## config.mk

```make
export PLATFORM = sky130hd
export DESIGN_NAME = uart_tx_arbiter_flat
export DESIGN_NICKNAME = d
export VERILOG_FILES = /design/src/rtl/uart_tx_arbiter_pkg.sv /design/src/rtl/uart_tx_arbiter_if.sv /design/src/rtl/uart_tx_arbiter_picker.sv /design/src/rtl/uart_tx_arbiter.sv /design/src/flat_wrapper.sv
export SDC_FILE = /design/constraint.sdc
export NUM_CORES = 1
export LEC_CHECK = 0
export ABC_AREA = 1
export BUFFER_PORTS_ARGS = -buffer_cell sky130_fd_sc_hd__buf_2
export CAP_MARGIN = 15
export CORE_MARGIN = 2
export CORE_UTILIZATION = 44
export CTS_CLUSTER_DIAMETER = 50
export CTS_CLUSTER_SIZE = 28
export DETAILED_ROUTE_END_ITERATION = 6
export GPL_ROUTABILITY_DRIVEN = 0
export PLACE_DENSITY = 0.75
export RECOVER_POWER = 50
export SLEW_MARGIN = 40
export SYNTH_ARGS = -nofsm -noshare
export SYNTH_HDL_FRONTEND = slang
export SYNTH_SLANG_ARGS = --single-unit
```

## constraint.sdc

```tcl
create_clock -name Clk -period 2.2 [get_ports Clk]
set_clock_uncertainty 0.2 [all_clocks]
set_input_delay 0.33 -clock Clk [delete_from_list [all_inputs] [get_ports Clk]]
set_output_delay 0.33 -clock Clk [all_outputs]
set_load 0.05 [all_outputs]
```

## src/rtl/uart_tx_arbiter_pkg.sv

```systemverilog
`default_nettype none
// ============================================================================
// Module   : uart_arb_pkg
// Brief    : Shared types and default sizing for the UART TX arbiter.
// Revision : 1.0 - initial release
// ============================================================================
package uart_arb_pkg;

    localparam int ARB_DATA_WIDTH = 8;
    localparam int ARB_NUM_REQ    = 4;

    typedef enum logic [1:0] {
        IDLE = 2'd0,
        SEND = 2'd1,
        WAIT = 2'd2
    } arb_state_t;

endpackage
`default_nettype wire

```

## src/rtl/uart_tx_arbiter_if.sv

```systemverilog
`default_nettype none
// ============================================================================
// Module   : uart_tx_arbiter_if
// Brief    : Requester / transmitter bundle around the UART TX arbiter.
//            master = arbiter side, slave = producers plus transmitter.
// Revision : 1.0 - initial release
// ============================================================================
interface uart_tx_arbiter_if
    import uart_arb_pkg::*;
#(
    parameter int DATA_WIDTH = ARB_DATA_WIDTH,
    parameter int NUM_REQ    = ARB_NUM_REQ
);

    logic [NUM_REQ-1:0]            req;
    logic [NUM_REQ*DATA_WIDTH-1:0] req_data;
    logic [NUM_REQ-1:0]            ack;
    logic [NUM_REQ-1:0]            done;
    logic                          tx_err;
    logic                          busy;
    logic [DATA_WIDTH-1:0]         tx_data;
    logic                          send_en;
    logic                          Tx_Done;

    modport master (
        input  req, req_data, Tx_Done,
        output ack, done, tx_err, busy, tx_data, send_en
    );

    modport slave (
        output req, req_data, Tx_Done,
        input  ack, done, tx_err, busy, tx_data, send_en
    );

endinterface
`default_nettype wire

```

## src/rtl/uart_tx_arbiter_picker.sv

```systemverilog
`default_nettype none
// ============================================================================
// Module   : uart_rr_picker
// Brief    : Combinational round-robin picker. Finds the first set request
//            at or above ptr, wrapping modulo NUM_REQ.
// Revision : 1.0 - initial release
// ============================================================================
module uart_rr_picker #(
    parameter int NUM_REQ = 4
) (
    input  logic [NUM_REQ-1:0]         req,
    input  logic [$clog2(NUM_REQ)-1:0] ptr,
    output logic                       valid,
    output logic [$clog2(NUM_REQ)-1:0] idx
);

    localparam int IDX_W = $clog2(NUM_REQ);

    // Replicated vector: a window of NUM_REQ bits starting at ptr is the
    // request vector rotated so that bit 0 is the highest-priority source.
    logic [2*NUM_REQ-2:0] w_dbl;
    logic [NUM_REQ-1:0]   w_rot;
    int                   w_off;
    int                   w_sum;

    assign w_dbl = {req[NUM_REQ-2:0], req};
    assign w_rot = w_dbl[ptr +: NUM_REQ];

    // Lowest set bit of the rotated window, mapped back to an absolute index.
    always_comb begin
        valid = 1'b0;
        w_off = 0;
        for (int k = NUM_REQ - 1; k >= 0; k--) begin
            if (w_rot[k]) begin
                valid = 1'b1;
                w_off = k;
            end
        end
        w_sum = int'(ptr) + w_off;
        if (w_sum >= NUM_REQ) begin
            w_sum = w_sum - NUM_REQ;
        end
        idx = IDX_W'(w_sum);
    end

endmodule
`default_nettype wire

```

## src/rtl/uart_tx_arbiter.sv

```systemverilog
`default_nettype none
// ============================================================================
// Module   : uart_tx_arbiter
// Brief    : Round-robin arbiter sharing one uart_data_tx among NUM_REQ byte
//            sources. One grant per transmitter completion; all outputs are
//            registered.
// Options  : UART_ARB_WDOG_EN - adds a Tx_Done watchdog (WDOG_CYCLES) that
//            aborts a stuck transfer with a tx_err pulse.
// Revision : 1.0 - initial release
// ============================================================================
module uart_tx_arbiter
    import uart_arb_pkg::*;
#(
    parameter int DATA_WIDTH  = ARB_DATA_WIDTH,
    parameter int NUM_REQ     = ARB_NUM_REQ
`ifdef UART_ARB_WDOG_EN
    ,
    parameter int WDOG_CYCLES = 2_000_000
`endif
) (
    input  logic               Clk,
    input  logic               Rst_n,
    uart_tx_arbiter_if.master  bus
);

    localparam int IDX_W = $clog2(NUM_REQ);

    arb_state_t            r_state;
    arb_state_t            w_state_nxt;
    logic [IDX_W-1:0]      r_ptr;
    logic [IDX_W-1:0]      r_gidx;
    logic                  w_pick_valid;
    logic [IDX_W-1:0]      w_pick_idx;
    logic                  w_wdog_expire;

    logic [NUM_REQ-1:0]    r_ack,     w_ack_nxt;
    logic [NUM_REQ-1:0]    r_done,    w_done_nxt;
    logic                  r_tx_err,  w_tx_err_nxt;
    logic                  r_busy,    w_busy_nxt;
    logic                  r_send_en, w_send_en_nxt;
    logic [DATA_WIDTH-1:0] r_tx_data;

    uart_rr_picker #(
        .NUM_REQ (NUM_REQ)
    ) u_picker (
        .req   (bus.req),
        .ptr   (r_ptr),
        .valid (w_pick_valid),
        .idx   (w_pick_idx)
    );

`ifdef UART_ARB_WDOG_EN
    localparam int WD_W = $clog2(WDOG_CYCLES);
    logic [WD_W-1:0] r_wdog_cnt;

    // Watchdog: cleared while launching (i.e. on entry to WAIT), counts WAIT cycles.
    always_ff @(posedge Clk or negedge Rst_n) begin
        if (!Rst_n) begin
            r_wdog_cnt <= '0;
        end else if (r_state == SEND) begin
            r_wdog_cnt <= '0;
        end else if (r_state == WAIT) begin
            r_wdog_cnt <= r_wdog_cnt + 1'b1;
        end
    end

    assign w_wdog_expire = (r_state == WAIT) &&
                           (r_wdog_cnt == WD_W'(WDOG_CYCLES - 1));
`else
    assign w_wdog_expire = 1'b0;
`endif

    // State register.
    always_ff @(posedge Clk or negedge Rst_n) begin
        if (!Rst_n) begin
            r_state <= IDLE;
        end else begin
            r_state <= w_state_nxt;
        end
    end

    // Next-state logic: one SEND cycle per grant, WAIT until completion.
    always_comb begin
        w_state_nxt = r_state;
        case (r_state)
            IDLE:    if (w_pick_valid) w_state_nxt = SEND;
            SEND:    w_state_nxt = WAIT;
            WAIT:    if (bus.Tx_Done || w_wdog_expire) w_state_nxt = IDLE;
            default: w_state_nxt = IDLE;
        endcase
    end

    // Output logic: next values of the registered outputs. Tx_Done wins over
    // a coincident watchdog expiry.
    always_comb begin
        w_ack_nxt     = '0;
        w_done_nxt    = '0;
        w_tx_err_nxt  = 1'b0;
        w_send_en_nxt = 1'b0;
        w_busy_nxt    = (w_state_nxt != IDLE);
        case (r_state)
            IDLE: begin
                if (w_pick_valid) begin
                    w_ack_nxt[w_pick_idx] = 1'b1;
                    w_send_en_nxt         = 1'b1;
                end
            end
            WAIT: begin
                if (bus.Tx_Done) begin
                    w_done_nxt[r_gidx] = 1'b1;
                end else if (w_wdog_expire) begin
                    w_tx_err_nxt = 1'b1;
                end
            end
            default: ;
        endcase
    end

    // Output registers.
    always_ff @(posedge Clk or negedge Rst_n) begin
        if (!Rst_n) begin
            r_ack     <= '0;
            r_done    <= '0;
            r_tx_err  <= 1'b0;
            r_busy    <= 1'b0;
            r_send_en <= 1'b0;
        end else begin
            r_ack     <= w_ack_nxt;
            r_done    <= w_done_nxt;
            r_tx_err  <= w_tx_err_nxt;
            r_busy    <= w_busy_nxt;
            r_send_en <= w_send_en_nxt;
        end
    end

    // Grant datapath: latch winner and its word; advance pointer past it.
    always_ff @(posedge Clk or negedge Rst_n) begin
        if (!Rst_n) begin
            r_gidx    <= '0;
            r_tx_data <= '0;
            r_ptr     <= '0;
        end else begin
            if (r_state == IDLE && w_pick_valid) begin
                r_gidx    <= w_pick_idx;
                r_tx_data <= bus.req_data[w_pick_idx*DATA_WIDTH +: DATA_WIDTH];
            end
            if (r_state == SEND) begin
                r_ptr <= (r_gidx == IDX_W'(NUM_REQ - 1)) ? '0 : r_gidx + 1'b1;
            end
        end
    end

    assign bus.ack     = r_ack;
    assign bus.done    = r_done;
    assign bus.tx_err  = r_tx_err;
    assign bus.busy    = r_busy;
    assign bus.send_en = r_send_en;
    assign bus.tx_data = r_tx_data;

endmodule
`default_nettype wire

```

## src/flat_wrapper.sv

```systemverilog
// flat-port wrapper written by rule: the top's interface ports become plain ports
module uart_tx_arbiter_flat import uart_arb_pkg::*;
#(
    parameter int DATA_WIDTH  = ARB_DATA_WIDTH,
    parameter int NUM_REQ     = ARB_NUM_REQ

)
  (Clk, Rst_n, bus_req, bus_req_data, bus_Tx_Done, bus_ack, bus_done, bus_tx_err, bus_busy, bus_tx_data, bus_send_en);
  uart_tx_arbiter_if #(.DATA_WIDTH(DATA_WIDTH), .NUM_REQ(NUM_REQ)) bus_i ();
  input  logic Clk;
  input  logic Rst_n;
  input wire logic [$bits(bus_i.req)-1:0] bus_req;
  input wire logic [$bits(bus_i.req_data)-1:0] bus_req_data;
  input wire logic [$bits(bus_i.Tx_Done)-1:0] bus_Tx_Done;
  output wire logic [$bits(bus_i.ack)-1:0] bus_ack;
  output wire logic [$bits(bus_i.done)-1:0] bus_done;
  output wire logic [$bits(bus_i.tx_err)-1:0] bus_tx_err;
  output wire logic [$bits(bus_i.busy)-1:0] bus_busy;
  output wire logic [$bits(bus_i.tx_data)-1:0] bus_tx_data;
  output wire logic [$bits(bus_i.send_en)-1:0] bus_send_en;
  assign bus_i.req = bus_req;
  assign bus_i.req_data = bus_req_data;
  assign bus_i.Tx_Done = bus_Tx_Done;
  assign bus_ack = bus_i.ack;
  assign bus_done = bus_i.done;
  assign bus_tx_err = bus_i.tx_err;
  assign bus_busy = bus_i.busy;
  assign bus_tx_data = bus_i.tx_data;
  assign bus_send_en = bus_i.send_en;
  uart_tx_arbiter #(.DATA_WIDTH(DATA_WIDTH), .NUM_REQ(NUM_REQ)) u_core (.Clk(Clk), .Rst_n(Rst_n), .bus(bus_i));
endmodule
```

==> results.md, run 1 <==
* Setup violations, final at 0
* I/O pin count at 58
* Drt total wl at 3.12 mm
* Vias at 1370
* Initial antenna violation count at 0
* Sequential share of the synthesized area at 39.8%
* RSZ-0062 raised after global routing: yes
* Remaining antenna violation count after routing at 0
* Synthesized Nets at 231
* Share of layout cells above drive strength 1 at 49.0%
* Reg-to-reg setup timing slack at 20 ps
* DIE AREA at 3910 um2
* CP bufs+invs at 3
* Yosys warnings at 0
* Max-cap violations at 0
* Startpoint Class: flip-flop
* # DRC at 0
* CP peak stage delay at 500 ps
* CTS Root Cell: clkbuf_4
* Cell family with most CP delay: flip-flops
* Peak Freq at 0.458 GHz
* Grt met1 use at 19.3%
* Slew HR at 20.2%
* Worst Min Path Start: bus_Tx_Done
* Met2 Track Usage GR at 25.0%
* Core area at 3310 um2
* Pin count of the biggest net entering global routing at 25
* Final setup TNS at 0 ps
* Most frequent cells in the layout: nand2_1, buf_2, nand3_2, dfrtp_1, nand2_2
* Max Root-Sink Buffers at 2
* Synth Instances at 187
* Hold Path Sink: u_core.bus.done[2]
* IR drop worst, VDD at 1.19 mV
* Critical path class: reg -> reg
* Grt ovf at 0
* Layout area overhead at 34.9%
* Synth Register Bits at 24
* Post-Syn Area at 1510 um2
* Worst Tran Pin Value at 1200 ps
* GRT Max-Usage Layer: met2
* Leakage power at 1.12 nW
* Hold Crit Depth at 3
* Diode count at 0
* Crit end category: flip-flop
* First-pass GRT wire length at 4.85 mm
* Clock-pin slew on the worst setup and hold paths at 120 ps
* Initial DRT Pass Iterations at 4
* Seq. cell area at 603 um2
* Filler cells at 317
* Worst skew pair latency at 310 ps
* Vert. Die Dim at 62.6 um
* Power, Total at 0.00380 W
* CP Data Arrival Time at 2190 ps
* FF-to-FF Start: u_core.r_ptr[0]
* Met3 Resource Use GR at 2.70%
* Status: complete, no violations
* Die Span X at 62.6 um
* Min-Delay Path Class: in -> reg
* Post-detail-place hpwl at 2.30 mm
* Commonest non-fill, non-tap cell in the layout: nand2_1
* Port bufs at 56
* TritonCTS Buffers at 3
* CP max FO at 7
* Synth cell types at 29
* Fin crit share at 99.3%
* Period minus WS final at 2180 ps
* CTS tree: built
* Final Hold Fails at 0
* Tot GR Track Use at 15.3%
* Crit path max-delay cell type: dfrtp_2
* Worst EP required at 2210 ps
* H-tree depth at 1
* Number of DRC markers in iteration 0 at 35
* WL per Instance at 10.6 um
* CP Cell Sequence: inv_4, nand2_2, nand3_2, nand2_2, a21boi_2, ha_2, xor2_4, inv_2, nand3_4, buf_6, nand4_1, nand3_2
* Row count at 21
* PwrDens at 1870 nW/um2
* Initial core utilization at 45.6%
* RR Endpoint: u_core.bus.tx_data[1]
* Final nets at 294
* Via-to-Cell Ratio at 4.64
* Multi-input gate area at 902 um2
* Number of global-route vias before repair at 1168
* Max-slew violations at 0
* R2R cell count at 12
* Syn Area/Cell at 8.07 um2
* TritonCTS Sinks at 24
==> report_power, final <==
group / switching (W) / internal [W] / total [W]
sequential: 0.000108 / 0.000627 / 0.000736
combinational: 0.00185 / 0.000902 / 0.00275
clock: 0.000126 / 0.000184 / 0.000310
==> synth_stat cells (all sizes together) <==
| master | count | area [um2] |
|---|---|---|
| nand2 | 81 | 342 |
| nand3 | 26 | 223 |
| dfrtp | 24 | 601 |
| nor2 | 12 | 60.1 |
| inv | 11 | 41.3 |
| nand4 | 8 | 50.1 |
| buf | 5 | 42.5 |
| ha | 5 | 62.6 |
| o21ai | 3 | 15.0 |
| clkbuf | 2 | 7.51 |
| clkinv | 2 | 8.75 |
| a21boi | 1 | 7.51 |
| a21oi | 1 | 5.00 |
| conb | 1 | 3.75 |
| nor3 | 1 | 10.0 |
| o21a | 1 | 7.51 |
| o31ai | 1 | 7.51 |
| or2 | 1 | 6.26 |
| xor2 | 1 | 8.76 |
==> area by class of cell <==
type | count | share of cell area (%)
multi-input cells | 143 | 44.3
flip-flops and latches | 24 | 29.6
repair buffers | 65 | 17.9
well taps | 46 | 2.83
inverters | 13 | 2.70
clock inverters | 1 | 1.48
clock buffers | 3 | 1.11
==> worst reg2reg max path: stages, from the launching register on <==
cell and delay [ps]:
dfrtp_2 500, inv_4 110, nand2_2 70, nand3_2 70, nand2_2 60, a21boi_2 150, ha_2 210, xor2_4 200
inv_2 70, nand3_4 120, buf_6 160, nand4_1 100, nand3_2 60
==> worst max path at each step <==
stage                    start                    end  slack [ps]  depth (start not counted)
6_report       u_core.r_ptr[0]  u_core.bus.tx_data[1]          20                         12
5_1_grt        u_core.r_ptr[0]  u_core.bus.tx_data[1]        -140                         13
3_5_place_dp   u_core.r_ptr[0]       u_core.r_gidx[1]         -40                         13
3_3_place_gp   u_core.r_ptr[0]       u_core.r_gidx[1]          30                         13
2_1_floorplan  u_core.r_ptr[0]  u_core.bus.tx_data[0]          30                         14
4_1_cts        u_core.r_ptr[0]       u_core.r_gidx[1]           6                         13
==> cell families after synthesis <==
| logic type | count (synthesis) | share of synthesized area, % |
|---|---|---|
| and+or+nand+nor | 129 | 45.8 |
| DFF | 24 | 39.8 |
| buffers and inverters | 20 | 6.63 |
| AOI/OAI and AO/OA | 7 | 2.82 |
| adders and majority gates | 5 | 4.15 |
| xor gates and xnor gates | 1 | 0.581 |
| other | 1 | 0.249 |
==> per-layer routing <==
layer  share of wire, %  vias up
met5                  0        -
met4                1.1        0
met3                3.7        2
met2                 50       30
met1                 46      617
li1                   -      721
==> stage by stage <==
step                setup slack [ps]  hold WS, ps  instances  area (um2)  util [%]
finish                          15.4         54.0        295        2040      61.5
global route                    -142         50.5        295        2040      61.5
CTS                             5.79         49.3        293        1930      58.4
detailed placement             -42.1          127        288        1870      56.4
global placement                34.3          130        288        1870      56.4
floorplan                       33.6         -166        187        1530         -
==> state kept, by name, summed over array words and instances (netlist names) <==
name,cells
u_core.bus.ack,4
u_core.bus.busy,1
u_core.bus.done,4
u_core.bus.send_en,1
u_core.bus.tx_data,8
u_core.r_gidx,2
u_core.r_ptr,2
u_core.r_state,2
==> repair_timing <==
action / CTS / global route
hold buffers: 1 / 0
endpoints found under the hold margin: 24 / 0
pin swaps: 0 / 2
endpoints found under the setup margin: 10 / 13
gates resized for setup: 1 / 22
setup buffers: 0 / 2
Note: power is estimated with default switching activity, not from simulation.
==> inputs of run 2 (changes only) <==
- GPL_TIMING_DRIVEN: not set -> 0
- TNS_END_PERCENT: not set -> 20
==> run 2 against run 1 <==
Effect of this change: the run now ends with negative setup slack left; worst setup slack got worse by 25 ps; fmax decreased by 1.1%; die area unchanged; flip-flop and latch count unchanged; non-clock buffer count increased by 5; final area increased by 2.3%; register-to-register slack got worse by 20 ps; routed wire length increased by 10%; count of clock-buffer cells in the layout unchanged; highest routed layer unchanged; largest cell class unchanged; first-iteration DRC count increased by 89%.
==> results.md, run 2 (same netlist as run 1, synthesis figures left out) <==
* CP max FO at 5
* Commonest non-fill, non-tap cell in the layout: nand2_1
* I/O pin count at 58
* Share of layout cells above drive strength 1 at 48.4%
* Worst Tran Pin Value at 1190 ps
* Vias at 1409
* CP Cell Sequence: inv_2, nand3_2, nand2_2, nand3_2, a21boi_2, ha_4, xor2_4, inv_2, nand3_4, nand2_4, clkbuf_16, nand3_2, nand3_2
* Max-slew violations at 0
* Number of global-route vias before repair at 1317
* Met3 Resource Use GR at 1.26%
* Clock-pin slew on the worst setup and hold paths at 130 ps
* Failing checks: negative setup slack
* Number of DRC markers in iteration 0 at 66
* Via-to-Cell Ratio at 4.70
* Fin area at 2080 um2
* Min-Delay Path Class: in -> reg
* Setup ws final at -9.25 ps
* Crit path capture: u_core.bus.tx_data[0]
* TritonCTS Buffers at 3
* Port bufs at 56
* Placed cell area at 1860 um2
* Status: finished, violations left
* Period minus WS final at 2210 ps
* DIE AREA at 3910 um2
* CP Depth at 13
* Grt met1 use at 21.3%
* Drt total wl at 3.44 mm
* First-pass GRT wire length at 5.55 mm
* Pin count of the biggest net entering global routing at 25
* Cell family with most CP delay: simple AND/OR/NAND/NOR gates
* Tot GR Track Use at 17.3%
* Fin crit share at 100%
* Grt ovf at 0
* Worst EP required at 2220 ps
* GRT Max-Usage Layer: met2
* Crit end category: flip-flop
* Initial core utilization at 45.6%
* Most frequent cells in the layout: nand2_1, buf_2, dfrtp_1, nand3_2, nor2_1
* Pre-CTS setup slack at -258 ps
* Max Root-Sink Buffers at 2
* Peak Freq at 0.453 GHz
* RSZ-0062 raised after global routing: yes
* Crit path max-delay cell type: dfrtp_2
* CP Data Arrival Time at 2230 ps
* Post-detail-place hpwl at 2.37 mm
* CTS tree: built
* Die Span X at 62.6 um
* Vert. Die Dim at 62.6 um
* Diode count at 0
* Initial antenna violation count at 0
* Startpoint Class: flip-flop
* Largest register FFs at 8
* CTS Root Cell: clkbuf_4
* # DRC at 0
* Final nets at 299
* CP bufs+invs at 3
* Row count at 21
* Setup violations, final at 3
* CP peak stage delay at 480 ps
* Core area at 3310 um2
* Initial DRT Pass Iterations at 4
* Layout area overhead at 38.0%
* WL per Instance at 11.5 um
* FF-to-FF Start: u_core.r_ptr[1]
* Critical path class: reg -> reg
* Start point of the critical path: u_core.r_ptr[1]
* Met2 Track Usage GR at 30.4%
* Max-cap violations at 0
* H-tree depth at 1
* RR Endpoint: u_core.bus.tx_data[0]
* Remaining antenna violation count after routing at 0
* TritonCTS Sinks at 24
* Reg-to-reg setup timing slack at -9 ps
* Worst skew pair latency at 310 ps
* Most used cell along the critical path: nand3_2
* Slew HR at 21.0%
* R2R cell count at 13
* Final Hold Fails at 0
## run 2: cell count changes in the layout (fill, tap and decap cells not counted), moves of 2 or more
cell | before | now
nand3_1 | 1 | 4
nand2_2 | 11 | 9
buf_4 | 6 | 9
nand3_2 | 24 | 20
nand2_4 | 3 | 5
## run 2: worst min-delay path by stage
stage / startpoint / end / slack, ps / depth (start not counted)
after floorplan: Rst_n / u_core.bus.ack[0] / -170 / 0
after global placement: Rst_n / u_core.bus.send_en / 130 / 1
after detailed placement: Rst_n / u_core.bus.send_en / 130 / 1
after CTS: bus_Tx_Done / u_core.bus.done[0] / 50 / 3
after global routing: bus_Tx_Done / u_core.bus.done[2] / 50 / 3
final: bus_Tx_Done / u_core.bus.done[2] / 60 / 3
## run 2: stage by stage
stage                     hold slack [ps]  TNS, ps  std cells  utilization [%]
after CTS                            53.0        0        299             60.4
after global placement                127    -2750        289             56.3
final                                64.9    -19.5        300             62.9
after floorplan                      -166        0        187                -
after detailed placement              129    -2780        289             56.3
after global routing                 53.8    -1370        300             62.9
## run 2: area by class of cell
| class | count | area (um2) |
|---|---|---|
| well taps | 46 | 57.6 |
| fillers | 302 | 1230 |
| flip-flops and latches | 24 | 603 |
| multi-input cells | 143 | 898 |
| inverters | 13 | 57.6 |
| clock inverters | 1 | 30.0 |
| clock buffers | 3 | 22.5 |
| repair buffers | 65 | 367 |
| plain buffers | 5 | 46.3 |
## run 2: timing repair
action	4_1_cts	5_1_grt
gates resized for setup	7	15
setup endpoints to repair	14	13
cloned	0	1
buffers inserted	6	1
hold buffers	1	0
pin swaps	3	10
endpoints found under the hold margin	24	0
## run 2: per-layer routing
metal | routed length (um) | part of all wire, % | vias up
li1 | - | - | 730
met1 | 1490 | 43 | 638
met2 | 1750 | 51 | 37
met3 | 148 | 4.3 | 4
met4 | 48 | 1.4 | 0
met5 | 0 | 0 | -
## run 2: worst reg2reg max path: cells and delay by family, from the launching register on
kind | cells | cell delay [ps]
xor gates and xnor gates | 1 | 180
DFF | 1 | 480
adders and majority gates | 1 | 180
and+or+nand+nor | 7 | 540
buffers and inverters | 3 | 350
AOI/OAI and AO/OA | 1 | 180
Power of run 2 is not shown: default switching activity piles up to over one toggle a cycle in this logic, so the estimate is an artifact.
==> inputs of run 3 (changes only) <==
- RECOVER_POWER: 50 -> 100
- TNS_END_PERCENT: 20 -> not set
==> run 3 against run 2 <==
Effect of this change: the flow still finishes with violations (negative setup slack); flip-flop and latch count unchanged; first-iteration DRC count decreased by 42%; cell count increased by 0.33%; fmax decreased by 0.23%; final area decreased by 0.18%; via count increased by 1.8%; non-clock buffer count increased by 1; sequential share of layout area increased by 0.052 points; largest cell class unchanged.
==> results.md, run 3 (same netlist as run 1, synthesis figures left out) <==
* First-pass GRT wire length at 5.55 mm
* Cells after DPL at 289
* Status: finished, violations left
* Failing checks: negative setup slack
* Worst Tran Pin Value at 1190 ps
* Setup ws final at -14.4 ps
* Share of layout cells above drive strength 1 at 42.4%
* CP max FO at 7
* Pre-CTS setup slack at -258 ps
* Crit end category: flip-flop
* CP Data Arrival Time at 2230 ps
* Diode count at 0
* Post-detail-place hpwl at 2.37 mm
* Grt ovf at 0
* Max-slew violations at 0
* Max-cap violations at 0
* Crit path max-delay cell type: dfrtp_2
* # DRC at 0
* Layout area overhead at 37.7%
* Most used cell along the critical path: nand3_2
* Filler cells at 301
* Max Root-Sink Buffers at 2
* Row count at 21
* Initial DRT Pass Iterations at 4
* Largest register FFs at 8
* WL per Instance at 11.7 um
* H-tree depth at 1
* Fin cells at 301
* CP Cell Sequence: inv_4, nand2_4, nand3_2, nand2_2, nand3_2, a21boi_2, ha_4, xor2_4, inv_2, nand3_4, nand2_4, clkbuf_16, nand3_2, nand3_2
* Vert. Die Dim at 62.6 um
* Final nets at 300
* Core area at 3310 um2
* DIE AREA at 3910 um2
* Setup violations, final at 3
* Via-to-Cell Ratio at 4.77
* Fin Hold WS at 61.7 ps
* Worst EP required at 2220 ps
* Remaining antenna violation count after routing at 0
* Most frequent cells in the layout: nand2_1, buf_2, dfrtp_1, nand3_2, clkbuf_1
* Commonest non-fill, non-tap cell in the layout: nand2_1
* Drt total wl at 3.52 mm
* Utilization after layout at 62.8%
* Slew HR at 20.5%
* Worst skew pair latency at 310 ps
* Critical path class: reg -> reg
* Peak Freq at 0.452 GHz
* Port bufs at 56
* Initial core utilization at 45.6%
* CTS Root Cell: clkbuf_4
* TritonCTS Buffers at 3
* Number of DRC markers in iteration 0 at 38
* CP peak stage delay at 480 ps
* Clock-pin slew on the worst setup and hold paths at 130 ps
* RSZ-0062 raised after global routing: yes
* Die Span X at 62.6 um
* Number of global-route vias before repair at 1317
* Pin count of the biggest net entering global routing at 25
* Seq. cell area at 603 um2
* Initial antenna violation count at 0
* Startpoint Class: flip-flop
* I/O pin count at 58
* Vias at 1435
* CTS tree: built
* Fin crit share at 101%
* Min-Delay Path Class: in -> reg
* TritonCTS Sinks at 24
* Multi-input gate area at 910 um2
* Period minus WS final at 2210 ps
* Final Hold Fails at 0
* Tot GR Track Use at 17.3%
run 3: final cells by class:
cell class,count,share of cell area (%)
Clock inverter,1,1.44
Buffer,5,2.23
Inverter,13,2.77
Multi-Input combinational cell,143,43.8
Tap cell,46,2.77
Timing Repair Buffer,66,16.9
Clock buffer,3,1.08
Sequential cell,24,29.0
run 3: worst paths after layout:
| kind | slack [ps] | cells after the start | startpoint | end |
|---|---|---|---|---|
| max | -10 | 14 | u_core.r_ptr[0] | u_core.bus.tx_data[0] |
| min | 60 | 3 | bus_Tx_Done | u_core.bus.done[2] |
| max reg2reg | -10 | 14 | u_core.r_ptr[0] | u_core.bus.tx_data[0] |
| min reg2reg | 310 | 2 | u_core.bus.tx_data[7] | u_core.bus.tx_data[7] |
| max in group asynchronous | 440 | 2 | Rst_n | u_core.r_ptr[1] |
| min in group asynchronous | 570 | 2 | Rst_n | u_core.r_state[0] |
run 3: metrics by stage:
stage,instance area (um2),setup TNS (ps)
finish,2080,-33.4
global route,2080,-1340
CTS,2000,0
detailed placement,1860,-2780
global placement,1860,-2750
floorplan,1530,0
run 3: metal layers:
metal  GRT usage (%)  vias up  part of all wire (%)
met4            9.17        0                   1.5
met3            1.26        4                   3.7
met5               0        -                     0
li1                -      733                     -
met2            30.4       37                    51
met1            21.3      661                    44
run 3: timing repair:
item,in CTS,in global routing
hold buffers,1,0
hold endpoints to repair,24,0
resized for setup,7,18
cloned,0,1
buffers inserted,6,2
endpoints found under the setup margin,14,13
pin swaps,3,11
run 3: critical path, delay by kind of cell (launching register included):
family / cells / cell delay [ps]
XOR/XNOR: 1 / 170
AO/OA/AOI/OAI: 1 / 180
adder cells (fa/ha/maj): 1 / 180
flip-flops: 1 / 480
AND/OR/NAND/NOR: 8 / 600
buffers and inverters: 3 / 310
Power of run 3 is left out for the same reason.
